## src/rtl/bmu_result_skid_if.sv

```systemverilog
// Result handshake between the byte unit, the two-entry skid buffer and writeback.
// The slave side is the buffer itself; the master side drives inputs and consumes outputs.
interface bmu_result_skid_if #(
  parameter int WIDTH = 32,
  parameter int TAGW  = 5
);
  logic             InValid;
  logic [WIDTH-1:0] InResult;
  logic [TAGW-1:0]  InTag;
  logic             InReady;
  logic             OutValid;
  logic [WIDTH-1:0] OutResult;
  logic [TAGW-1:0]  OutTag;
  logic             OutReady;
  logic             Flush;
  logic [1:0]       Count;

  modport slave (
    input  InValid, InResult, InTag, OutReady, Flush,
    output InReady, OutValid, OutResult, OutTag, Count
  );

  modport master (
    output InValid, InResult, InTag, OutReady, Flush,
    input  InReady, OutValid, OutResult, OutTag, Count
  );
endinterface

```

## src/rtl/bmu_result_skid.sv

```systemverilog
// Two-entry skid buffer decoupling the rev8/orc.b byte unit from writeback.
// Main is always the head; InReady is registered so no OutReady path reaches the producer.
module bmu_result_skid #(
  parameter int WIDTH = 32,
  parameter int TAGW  = 5
) (
  input  logic               clk,
  input  logic               reset_n,
  bmu_result_skid_if.slave   bus
);

  logic             main_vld_p0, skid_vld_p1;
  logic             main_vld_nxt, skid_vld_nxt;
  logic             in_rdy_q;
  logic [1:0]       cnt_q;
  logic [WIDTH-1:0] main_res_p0, skid_res_p1;
  logic [TAGW-1:0]  main_tag_p0, skid_tag_p1;
  logic             in_xfer, out_xfer;
  logic             main_ld, main_from_skid, skid_ld;

  assign in_xfer  = bus.InValid & in_rdy_q & ~bus.Flush;
  assign out_xfer = main_vld_p0 & ~bus.Flush & bus.OutReady;

  // Skid is only ever occupied while main is, so main-empty implies skid-empty.
  always_comb begin
    main_vld_nxt   = main_vld_p0;
    skid_vld_nxt   = skid_vld_p1;
    main_ld        = 1'b0;
    main_from_skid = 1'b0;
    skid_ld        = 1'b0;
    if (bus.Flush) begin
      main_vld_nxt = 1'b0;
      skid_vld_nxt = 1'b0;
    end else if (!main_vld_p0) begin
      main_vld_nxt = in_xfer;
      main_ld      = in_xfer;
    end else if (out_xfer) begin
      if (skid_vld_p1) begin
        main_ld        = 1'b1;
        main_from_skid = 1'b1;
        skid_vld_nxt   = in_xfer;
        skid_ld        = in_xfer;
      end else begin
        main_vld_nxt = in_xfer;
        main_ld      = in_xfer;
      end
    end else if (in_xfer) begin
      skid_vld_nxt = 1'b1;
      skid_ld      = 1'b1;
    end
  end

  // p0/p1 control: valids, registered ready and occupancy
  always_ff @(posedge clk or negedge reset_n) begin
    if (!reset_n) begin
      main_vld_p0 <= 1'b0;
      skid_vld_p1 <= 1'b0;
      in_rdy_q    <= 1'b1;
      cnt_q       <= 2'd0;
    end else begin
      main_vld_p0 <= main_vld_nxt;
      skid_vld_p1 <= skid_vld_nxt;
      in_rdy_q    <= ~skid_vld_nxt;
      cnt_q       <= {1'b0, main_vld_nxt} + {1'b0, skid_vld_nxt};
    end
  end

  // p0/p1 data: loaded only on demand, otherwise held
  always_ff @(posedge clk) begin
    if (main_ld) begin
      main_res_p0 <= main_from_skid ? skid_res_p1 : bus.InResult;
      main_tag_p0 <= main_from_skid ? skid_tag_p1 : bus.InTag;
    end
    if (skid_ld) begin
      skid_res_p1 <= bus.InResult;
      skid_tag_p1 <= bus.InTag;
    end
  end

  assign bus.InReady   = in_rdy_q;
  assign bus.OutValid  = main_vld_p0 & ~bus.Flush;
  assign bus.OutResult = main_res_p0;
  assign bus.OutTag    = main_tag_p0;
  assign bus.Count     = cnt_q;

endmodule

```

## src/flat_wrapper.sv

```systemverilog
// flat-port wrapper written by rule: the top's interface ports become plain ports
module bmu_result_skid_flat 
#(
  parameter int WIDTH = 32,
  parameter int TAGW  = 5
)
  (clk, reset_n, bus_InValid, bus_InResult, bus_InTag, bus_OutReady, bus_Flush, bus_InReady, bus_OutValid, bus_OutResult, bus_OutTag, bus_Count);
  bmu_result_skid_if #(.WIDTH(WIDTH), .TAGW(TAGW)) bus_i ();
  input  logic clk;
  input  logic reset_n;
  input wire logic [$bits(bus_i.InValid)-1:0] bus_InValid;
  input wire logic [$bits(bus_i.InResult)-1:0] bus_InResult;
  input wire logic [$bits(bus_i.InTag)-1:0] bus_InTag;
  input wire logic [$bits(bus_i.OutReady)-1:0] bus_OutReady;
  input wire logic [$bits(bus_i.Flush)-1:0] bus_Flush;
  output wire logic [$bits(bus_i.InReady)-1:0] bus_InReady;
  output wire logic [$bits(bus_i.OutValid)-1:0] bus_OutValid;
  output wire logic [$bits(bus_i.OutResult)-1:0] bus_OutResult;
  output wire logic [$bits(bus_i.OutTag)-1:0] bus_OutTag;
  output wire logic [$bits(bus_i.Count)-1:0] bus_Count;
  assign bus_i.InValid = bus_InValid;
  assign bus_i.InResult = bus_InResult;
  assign bus_i.InTag = bus_InTag;
  assign bus_i.OutReady = bus_OutReady;
  assign bus_i.Flush = bus_Flush;
  assign bus_InReady = bus_i.InReady;
  assign bus_OutValid = bus_i.OutValid;
  assign bus_OutResult = bus_i.OutResult;
  assign bus_OutTag = bus_i.OutTag;
  assign bus_Count = bus_i.Count;
  bmu_result_skid #(.WIDTH(WIDTH), .TAGW(TAGW)) u_core (.clk(clk), .reset_n(reset_n), .bus(bus_i));
endmodule
```

## config.mk

```make
export PLATFORM = sky130hd
export DESIGN_NAME = bmu_result_skid_flat
export DESIGN_NICKNAME = d
export VERILOG_FILES = /design/src/rtl/bmu_result_skid_if.sv /design/src/rtl/bmu_result_skid.sv /design/src/flat_wrapper.sv
export SDC_FILE = /design/constraint.sdc
export NUM_CORES = 1
export LEC_CHECK = 0
export ABC_AREA = 1
export BUFFER_PORTS_ARGS = -buffer_cell sky130_fd_sc_hd__buf_4
export CAP_MARGIN = 40
export CORE_MARGIN = 3
export CORE_UTILIZATION = 55
export CTS_CLUSTER_DIAMETER = 30
export DETAILED_ROUTE_END_ITERATION = 16
export PLACE_DENSITY = 0.83
export SYNTH_ARGS = -nofsm -noshare
export SYNTH_HDL_FRONTEND = slang
export SYNTH_SLANG_ARGS = --single-unit
export TNS_END_PERCENT = 30
```

## constraint.sdc

```tcl
create_clock -name clk -period 7.5 [get_ports clk]
set_input_delay 1.5 -clock clk [delete_from_list [all_inputs] [get_ports clk]]
set_output_delay 1.5 -clock clk [all_outputs]
set_load 0.05 [all_outputs]
```

### Word level (Yosys, flattened, before mapping)

Cells that the tools add are included.

| word-level totals | value |
|---|---|
| register bits | 79 |
| output and inout port bits | 41 |
| logic and storage cells | 37 |

| cells by class | value |
|---|---|
| $add $sub $neg | 1 |
| multiplexer cells | 22 |
| bitwise operators | 6 |

Operators with widths:

| operator | count |
|---|---|
| 32-bit two-way mux | 1 |
| 1-bit two-way mux | 20 |
| 5-bit two-way mux | 1 |
| 1-bit AND | 4 |
| 1-bit by 1-bit adder with 2-bit output | 1 |
| 1-bit NOT | 2 |

### Logic depth before layout (Yosys ltp)

Gate-level depths: netlist (run 1).

| logic depth | value |
|---|---|
| depth after elaboration | 7 |
| gate-level depth with buffers | 8 |

### Least setup slack after synthesis (run 1)

No wires, ideal clock.

| timing path | value |
|---|---|
| kind | input to register |
| from | input bus_Flush |
| to | register u_core.main_res_p0[0], in the netlist u_core.bus.OutResult[0] (enable) |
| arrival | 3.931 ns |
| required time | 7.056 ns |
| path slack | 3.125 ns |
| cell stages on the path | 5 |
| buffers on the path | 0 |
| cells stage by stage | inv_1 -> nand2_2 -> inv_1 -> nor2_1 -> a21oi_1 |

| on the way | value |
|---|---|
| cells in the longest elaborated chain, start to end | 6 |

RTL lines:

| item | RTL line | RTL |
|---|---|---|
| start, declared | flat_wrapper.sv:15 | `input wire logic [$bits(bus_i.Flush)-1:0] bus_Flush;` |
| 1-bit NOT | -- |  |
| 1-bit AND | -- |  |
| named net bus_OutValid | flat_wrapper.sv:17 | `output wire logic [$bits(bus_i.OutValid)-1:0] bus_OutValid;` |
| 1-bit AND | bmu_result_skid.sv:22 | `assign out_xfer = main_vld_p0 & ~bus.Flush & bus.OutReady;` |
| 1-bit two-way mux | bmu_result_skid.sv:37 | `end else if (out_xfer) begin` |
| 1-bit two-way mux | bmu_result_skid.sv:34 | `end else if (!main_vld_p0) begin` |
| 1-bit two-way mux | bmu_result_skid.sv:31 | `if (bus.Flush) begin` |
| named net u_core.main_ld | bmu_result_skid.sv:19 | `logic main_ld, main_from_skid, skid_ld;` |
| end signal, assigned | bmu_result_skid.sv:71 | `main_res_p0 <= main_from_skid ? skid_res_p1 : bus.InResult;` |
| end, declared | bmu_result_skid.sv:16 | `logic [WIDTH-1:0] main_res_p0, skid_res_p1;` |

The timed path passes the listed nets, and every way through them passes these cells.
A chain may end at the register's enable or synchronous reset.

### Worst setup path in the final report (run 1)

| timing path | value |
|---|---|
| from | input bus_Flush |
| to | output bus_OutValid |

| on the way | value |
|---|---|
| cells in the longest elaborated chain, start to end | 2 |

RTL lines:

| item | RTL line | RTL |
|---|---|---|
| 1-bit NOT | bmu_result_skid.sv:81 | `assign bus.OutValid = main_vld_p0 & ~bus.Flush;` |
| 1-bit AND | bmu_result_skid.sv:81 |  |
| end, declared | flat_wrapper.sv:17 |  |

Every way passes these cells.

==> results of run 1 <==
## metrics by stage
step,instances,hold WS (ns)
6_report,388,0.5475
5_1_grt,388,0.5743
4_1_cts,388,0.5483
3_5_place_dp,372,0.5314
3_3_place_gp,370,0.5256
2_1_floorplan,227,0.5213
## report_power, final
part           total, uW  internal (uW)  switching (uW)  leakage (uW)
logic                155           47.8             107      0.000831
registers            522            513            8.46      0.000746
clock network        273            137             136     0.0000894
## state kept, by name, indices dropped and copies added, names as in the netlist
signal / count
u_core.bus.Count: 2
u_core.bus.InReady: 1
u_core.bus.OutResult: 32
u_core.bus.OutTag: 5
u_core.main_vld_p0: 1
u_core.skid_res_p1: 32
u_core.skid_tag_p1: 5
u_core.skid_vld_p1: 1
## placed cells by master, fill, tap and decap left out, drive strengths merged
cell type  synthesis  layout
o211ai             1       1
o21ai              2       2
clkinv             0       2
clkinvlp           0       1
nand3             37      37
a21oi              2       2
nor2               3       3
nand4              1       1
dfrtp              4       4
dfstp              1       1
nand2             82      82
edfxtp            74      74
o22ai              1       1
clkbuf             1      13
inv                7       7
buf               10      86
ha                 1       1
## synth_stat cells (2+ instances only)
cell      instances
a21oi_1           2
nand2_1          79
nand2_2           2
dfrtp_1           4
buf_6             4
nand3_1          37
nor2_1            2
inv_1             7
edfxtp_1         74
buf_2             6
o21ai_0           2
## kinds of logic (layout without fill, tap and decap cells)
family	Yosys count	count (layout)	synth area share
flip-flops	79	79	0.7750
AND/OR/NAND/NOR	123	123	0.1751
adder cells (fa/ha/maj)	1	1	0.004128
AO/OA/AOI/OAI	6	6	0.01115
buffers and inverters	18	109	0.03468
## path summary, 6_finish.rpt
path | from | end | slack (ns) | cells after the start
worst max register to register | u_core.bus.InReady$_DFF_PN1_ | u_core.bus.OutResult[11]$_DFFE_PP_ | 5.42 | 5
min in group asynchronous | reset_n | u_core.skid_vld_p1$_DFF_PN0_ | 0.95 | 1
worst max-delay path | bus_Flush | bus_OutValid | 3.88 | 5
max in group asynchronous | reset_n | u_core.bus.InReady$_DFF_PN1_ | 6.35 | 1
worst min-delay path | u_core.skid_res_p1[26]$_DFFE_PP_ | u_core.bus.OutResult[26]$_DFFE_PP_ | 0.55 | 2
worst min register to register | u_core.skid_res_p1[26]$_DFFE_PP_ | u_core.bus.OutResult[26]$_DFFE_PP_ | 0.55 | 2
## critical path, cell delays in order
cell and delay [ns]:
buf_4 0.12, inv_1 0.11, nand2_2 0.09, inv_1 0.10
buf_4 0.20
## final cells by class
class	count	area (um2)	area share
inverter	7	26.28	0.006729
multi-input combinational	130	588.1	0.1506
tap	70	87.58	0.02243
clock inverter	3	17.52	0.004486
sequential	79	2349	0.6014
timing repair buffer	86	678.2	0.1737
clock buffer	13	158.9	0.04069
## per-layer routing
| metal | vias to the layer above | part of all wire | track usage |
|---|---|---|---|
| met2 | 75 | 0.52 | 0.3195 |
| met3 | 15 | 0.067 | 0.03924 |
| li1 | 966 | - | - |
| met5 | - | 0 | 0 |
| met4 | 0 | 0.032 | 0.1267 |
| met1 | 918 | 0.39 | 0.2180 |
==> metrics.md, run 1 <==
| Metric | Value |
|---|---|
| Maximum buffer depth of the clock tree | 2 |
| Area contributors post-synth | edfxtp_1, nand2_1, nand3_1, dfrtp_1, buf_6 |
| Routed length per instance | around 14 um |
| Drt initial violations | between 100 and 150 |
| IO Count | between 80 and 90 |
| Power per Cell Area | 243.2 nW/um2 |
| Slew Viols, Final | 0 |
| Max H-tree Level | 3 |
| Crit. End Element | output port |
| Netlist cell types | 19 |
| Total power | roughly 950 uW |
| Synth Instances | approximately 230 |
| Fmax | roughly 280 MHz |
| Total vias in the final route | 1974 |
| Clock Latency Late Sink | around 0.33 ns |
| Layout cell share with drive strength beyond 1 | 0.3333 |
| Port Buffers | between 80 and 90 |
| Total gr overflow | 0 |
| Vias in the first global route | slightly below 2000 |
| Ys Warns | 0 |
| Post-route clock period utilization | 0.4825 |
| FF+latch count, synth | 79 |
| TritonCTS Sinks | roughly 80 |
| Setup WS pre-CTS | between 3 and 4 ns |
| Setup repair bufs after CTS | 0 |
| Status | complete, no violations |
| Die H | ~80 um |
| Slew margin rel. | 0.6230 |
| Placeable core region | about 5200 um2 |
| Routability cong. | around 0.8 |
| Area delta synth->final | 28.86% |
| Final Instance Area | 3905 um2 |
| Final hold violations | 0 |
| Die W | between 80 and 90 um |
| CP Data Arrival Time | 2.12 ns |
| Max cap viols | 0 |
| Setup CP Type | primary input to output port |
| Post-CTS sizing | 0 |
| Starting Density | 0.5822 |
| Synth Area per Inst | between 10 and 15 um2 |
| RSZ-0062 raised after global routing | no |
| DRC | 0 |
| Root buffer cell | clkbuf_8 |
| Post-synth EDFFs | 74 |
| Syn Nets | 270 |
| CTS clock-pin slew for the worst setup and hold paths | 0.07 ns |
| Layout Nets | between 300 and 400 |
| Clock skew | ~0.0083 ns |
| CP Max Fanout | 3 |
| Synthesized area | between 3000 and 4000 um2 |
| CTS tree | yes |
| ANT nets after route | 0 |
| Num CTS Buffers | 9 |
| GR Util All Layers | 0.1899 |
| Largest net degree at the start of global routing | about 40 |
| Post-Place Cell Area | between 3000 and 4000 um2 |
| Synth top area share | 0.7333 |
| Number of fill cells in the layout | between 300 and 400 |
| Leakage | between 0.0015 and 0.002 uW |
| Initial DRT Pass Iterations | 4 |
| # hold bufs at CTS | 0 |
| Hold Path Class | register to register |
| N_diodes | 0 |
| Synth async-reset ratio | 0.06329 |
| Biggest area consumer among synthesized cells | edfxtp_1 |
| Rows | 26 |
| Tmin final | approximately 3.6 ns |
| Worst ir drop on vdd | about 0.00016 V |
| Drt via density | between 5 and 6 |
| Synth Flop Type | edfxtp_1 |
| WL final | between 5000 and 6000 um |
| Post-route setup TNS | 0 ns |
| First-pass GRT wire length | a little under 9000 um |
| Actual slew at the worst max-slew pin | approximately 0.56 ns |
| Critical path required time | about 6.0 ns |
| Initial antenna violation count | 0 |
| Die ar. | 6437 um2 |
| CP startpoint kind | primary input |
| Seq/Total Area, Yosys | 0.7750 |
| Setup WS post-layout | 3.881 ns |
| Detail Placement HPWL | 3810 um |
| Post-layout util | 0.7502 |
| Setup violations, final | 0 |
Power figures use the tool's default switching activity.
==> run 2: changes to the inputs <==
--- a/config.mk
+++ b/config.mk
@@ -5,14 +5,14 @@
 export SDC_FILE = /design/constraint.sdc
 export NUM_CORES = 1
 export LEC_CHECK = 0
-export ABC_AREA = 1
+export ABC_AREA = 0
 export BUFFER_PORTS_ARGS = -buffer_cell sky130_fd_sc_hd__buf_4
 export CAP_MARGIN = 40
 export CORE_MARGIN = 3
-export CORE_UTILIZATION = 55
+export CORE_UTILIZATION = 51
 export CTS_CLUSTER_DIAMETER = 30
 export DETAILED_ROUTE_END_ITERATION = 16
-export PLACE_DENSITY = 0.83
+export PLACE_DENSITY = 0.78
 export SYNTH_ARGS = -nofsm -noshare
 export SYNTH_HDL_FRONTEND = slang
 export SYNTH_SLANG_ARGS = --single-unit
==> constraint.sdc (replaced) <==
create_clock -name clk -period 3.5 [get_ports clk]
set_input_delay 0.7 -clock clk [delete_from_list [all_inputs] [get_ports clk]]
set_output_delay 0.7 -clock clk [all_outputs]
set_load 0.05 [all_outputs]
==> run 2 against run 1 <==
Against the previous run: register-to-register slack got worse by 3.8 ns; global-route usage is 2.4 points lower; clock-buffer cell count decreased by 4; critical path type unchanged; critical endpoint unchanged; highest routed layer unchanged.
==> metrics.md, run 2 <==
| Metric | Value |
|---|---|
| Starting Density | 0.5490 |
| Layout cell share with drive strength beyond 1 | 0.6104 |
| Total gr overflow | 0 |
| Synth async-reset ratio | 0.06329 |
| Die H | around 82 um |
| Max cap viols | 0 |
| Fmax | around 500 MHz |
| Most frequent cells in the layout | buf_4, edfxtp_1, mux2_2, clkbuf_8, dfrtp_1 |
| # hold bufs at CTS | 0 |
| Count leader, synth | edfxtp_1 |
| Synthesized area | approximately 2900 um2 |
| Cell Chain, Critical Path | buf_4 -> and2b_2 -> buf_4 |
| Most common library cells after synthesis | edfxtp_1, mux2_2, dfrtp_1 |
| CP Max Fanout | 5 |
| Die ar. | approximately 6700 um2 |
| First-pass GRT wire length | around 8000 um |
| Maximum buffer depth of the clock tree | 2 |
| TritonCTS Sinks | between 70 and 80 |
| Area delta synth->final | 30.16% |
| Routability cong. | around 0.70 |
| WL final | 5058 um |
| Hold Path Class | primary input to async pin |
| Port Buffers | about 80 |
| Post-synth EDFFs | 74 |
| CP Data Arrival Time | around 1.3 ns |
| Post-route clock period utilization | 0.5722 |
| Synth Flop Type | edfxtp_1 |
| Routed length per instance | between 15 and 20 um |
| Top Family by Delay on Critical Path | buffers and inverters |
| Post-route setup TNS | 0 ns |
| Drt via density | 5.007 |
| Setup violations, final | 0 |
| CP most frequent cell | buf_4 |
| GR Util All Layers | 0.1661 |
| Vias in the first global route | around 1600 |
| Area contributors post-synth | edfxtp_1, mux2_2, dfrtp_1, clkbuf_8, mux2_4 |
| Crit. End Element | output port |
| Initial antenna violation count | 0 |
| RSZ-0062 raised after global routing | no |
| Power per Cell Area | just over 500 nW/um2 |
| CTS tree | yes |
| Setup repair bufs after CTS | 0 |
| Slew Viols, Final | 0 |
| Drt initial violations | 64 |
| Synth Area per Inst | ~22 um2 |
| Crit path max-delay cell type | and2b_2 |
| ANT nets after route | 0 |
| CTS clock-pin slew for the worst setup and hold paths | ~0.07 ns |
| Actual slew at the worst max-slew pin | around 0.9 ns |
| Worst stage delay on the critical path | ~0.26 ns |
| Critical path required time | roughly 2.8 ns |
| Ys Warns | 0 |
| CP startpoint kind | primary input |
| Clock Latency Late Sink | approximately 0.33 ns |
| Hold_ws | roughly 0.16 ns |
| Rows | 26 |
| Status | complete, no violations |
| Post-CTS sizing | 0 |
| Slew margin rel. | 0.3944 |
| CP Buf/Inv Count | 2 |
| Tmin final | approximately 2 ns |
| Seq/Total Area, Yosys | 0.8018 |
| Root buffer cell | clkbuf_8 |
| Synth top area share | 0.7587 |
| Syn Nets | about 180 |
| Final hold violations | 0 |
| FF+latch count, synth | 79 |
| Leakage | roughly 0.0015 uW |
| Biggest area consumer among synthesized cells | edfxtp_1 |
| Num CTS Buffers | 9 |
| Initial DRT Pass Iterations | 4 |
| IO Count | 83 |
| N_diodes | 0 |
| Total vias in the final route | about 1500 |
| Worst ir drop on vdd | 0.0003286 V |
| Synth Instances | 134 |
| Max H-tree Level | 3 |
| Detail Placement HPWL | 3504 um |
| Largest net degree at the start of global routing | 38 |
| Die W | approximately 80 um |
| Netlist cell types | 20 |
| DRC | 0 |
| Layout Nets | roughly 270 |
| Setup CP Type | primary input to output port |
| Clock skew | about 0.0074 ns |
| Placeable core region | about 5300 um2 |
| Leading cell type in the layout, fill and taps excluded | buf_4 |
[run 2: final cells by class]
class	instances	area, um2
flip-flops and latches	79	2349
fillers	368	1523
clock inverters	7	63.81
clock buffers	9	123.9
inverters	1	3.754
repair buffers	84	630.6
well taps	70	87.58
multi-input cells	51	554.3
[run 2: cell families after synthesis]
logic type	count (synthesis)	synth area share
buffers and inverters	4	0.01538
DFF	79	0.8018
and+or+nand+nor	5	0.01282
AOI/OAI and AO/OA	8	0.02093
adders and majority gates	1	0.004271
muxes	37	0.1448
[run 2: per-layer routing]
metal	wire (um)	GRT usage
met2	2434	0.2633
met4	42	0.08472
met3	474	0.05263
met5	0	0
met1	2106	0.2056
[run 2: report_power, final]
part	switching [uW]	total, uW	leakage, uW	internal, uW
clock	301	624	0.0000941	323
sequential	12.6	1090	0.000742	1070
combinational	136	220	0.000624	83.8
total	450	1930	0.00146	1480
[run 2: stage by stage]
step           setup WS, ns  power, uW  std cells    util  instance area, um2
2_1_floorplan        0.4890       1235        134       -                2935
3_3_place_gp          1.234       1322        285  0.6794                3625
3_5_place_dp          1.158       1330        285  0.6794                3625
4_1_cts               1.495       1955        301  0.7146                3812
5_1_grt               1.457       2008        301  0.7146                3812
6_report              1.497       1930        301  0.7146                3812
[run 2: final timing paths]
path / slack (ns) / cells after the start / end / startpoint
worst min register to register: 0.55 / 1 / u_core.bus.OutTag[4]$_DFFE_PP_ / u_core.skid_tag_p1[4]$_DFFE_PP_
min in group clk: 0.55 / 1 / u_core.bus.OutTag[4]$_DFFE_PP_ / u_core.skid_tag_p1[4]$_DFFE_PP_
worst max register to register: 1.59 / 2 / u_core.skid_res_p1[13]$_DFFE_PP_ / u_core.main_vld_p0$_DFF_PN0_
max in group asynchronous: 3.15 / 1 / u_core.bus.InReady$_DFF_PN1_ / reset_n
worst min-delay path: 0.16 / 1 / u_core.bus.Count[0]$_DFF_PN0_ / reset_n
worst max-delay path: 1.50 / 3 / bus_OutValid / bus_Flush
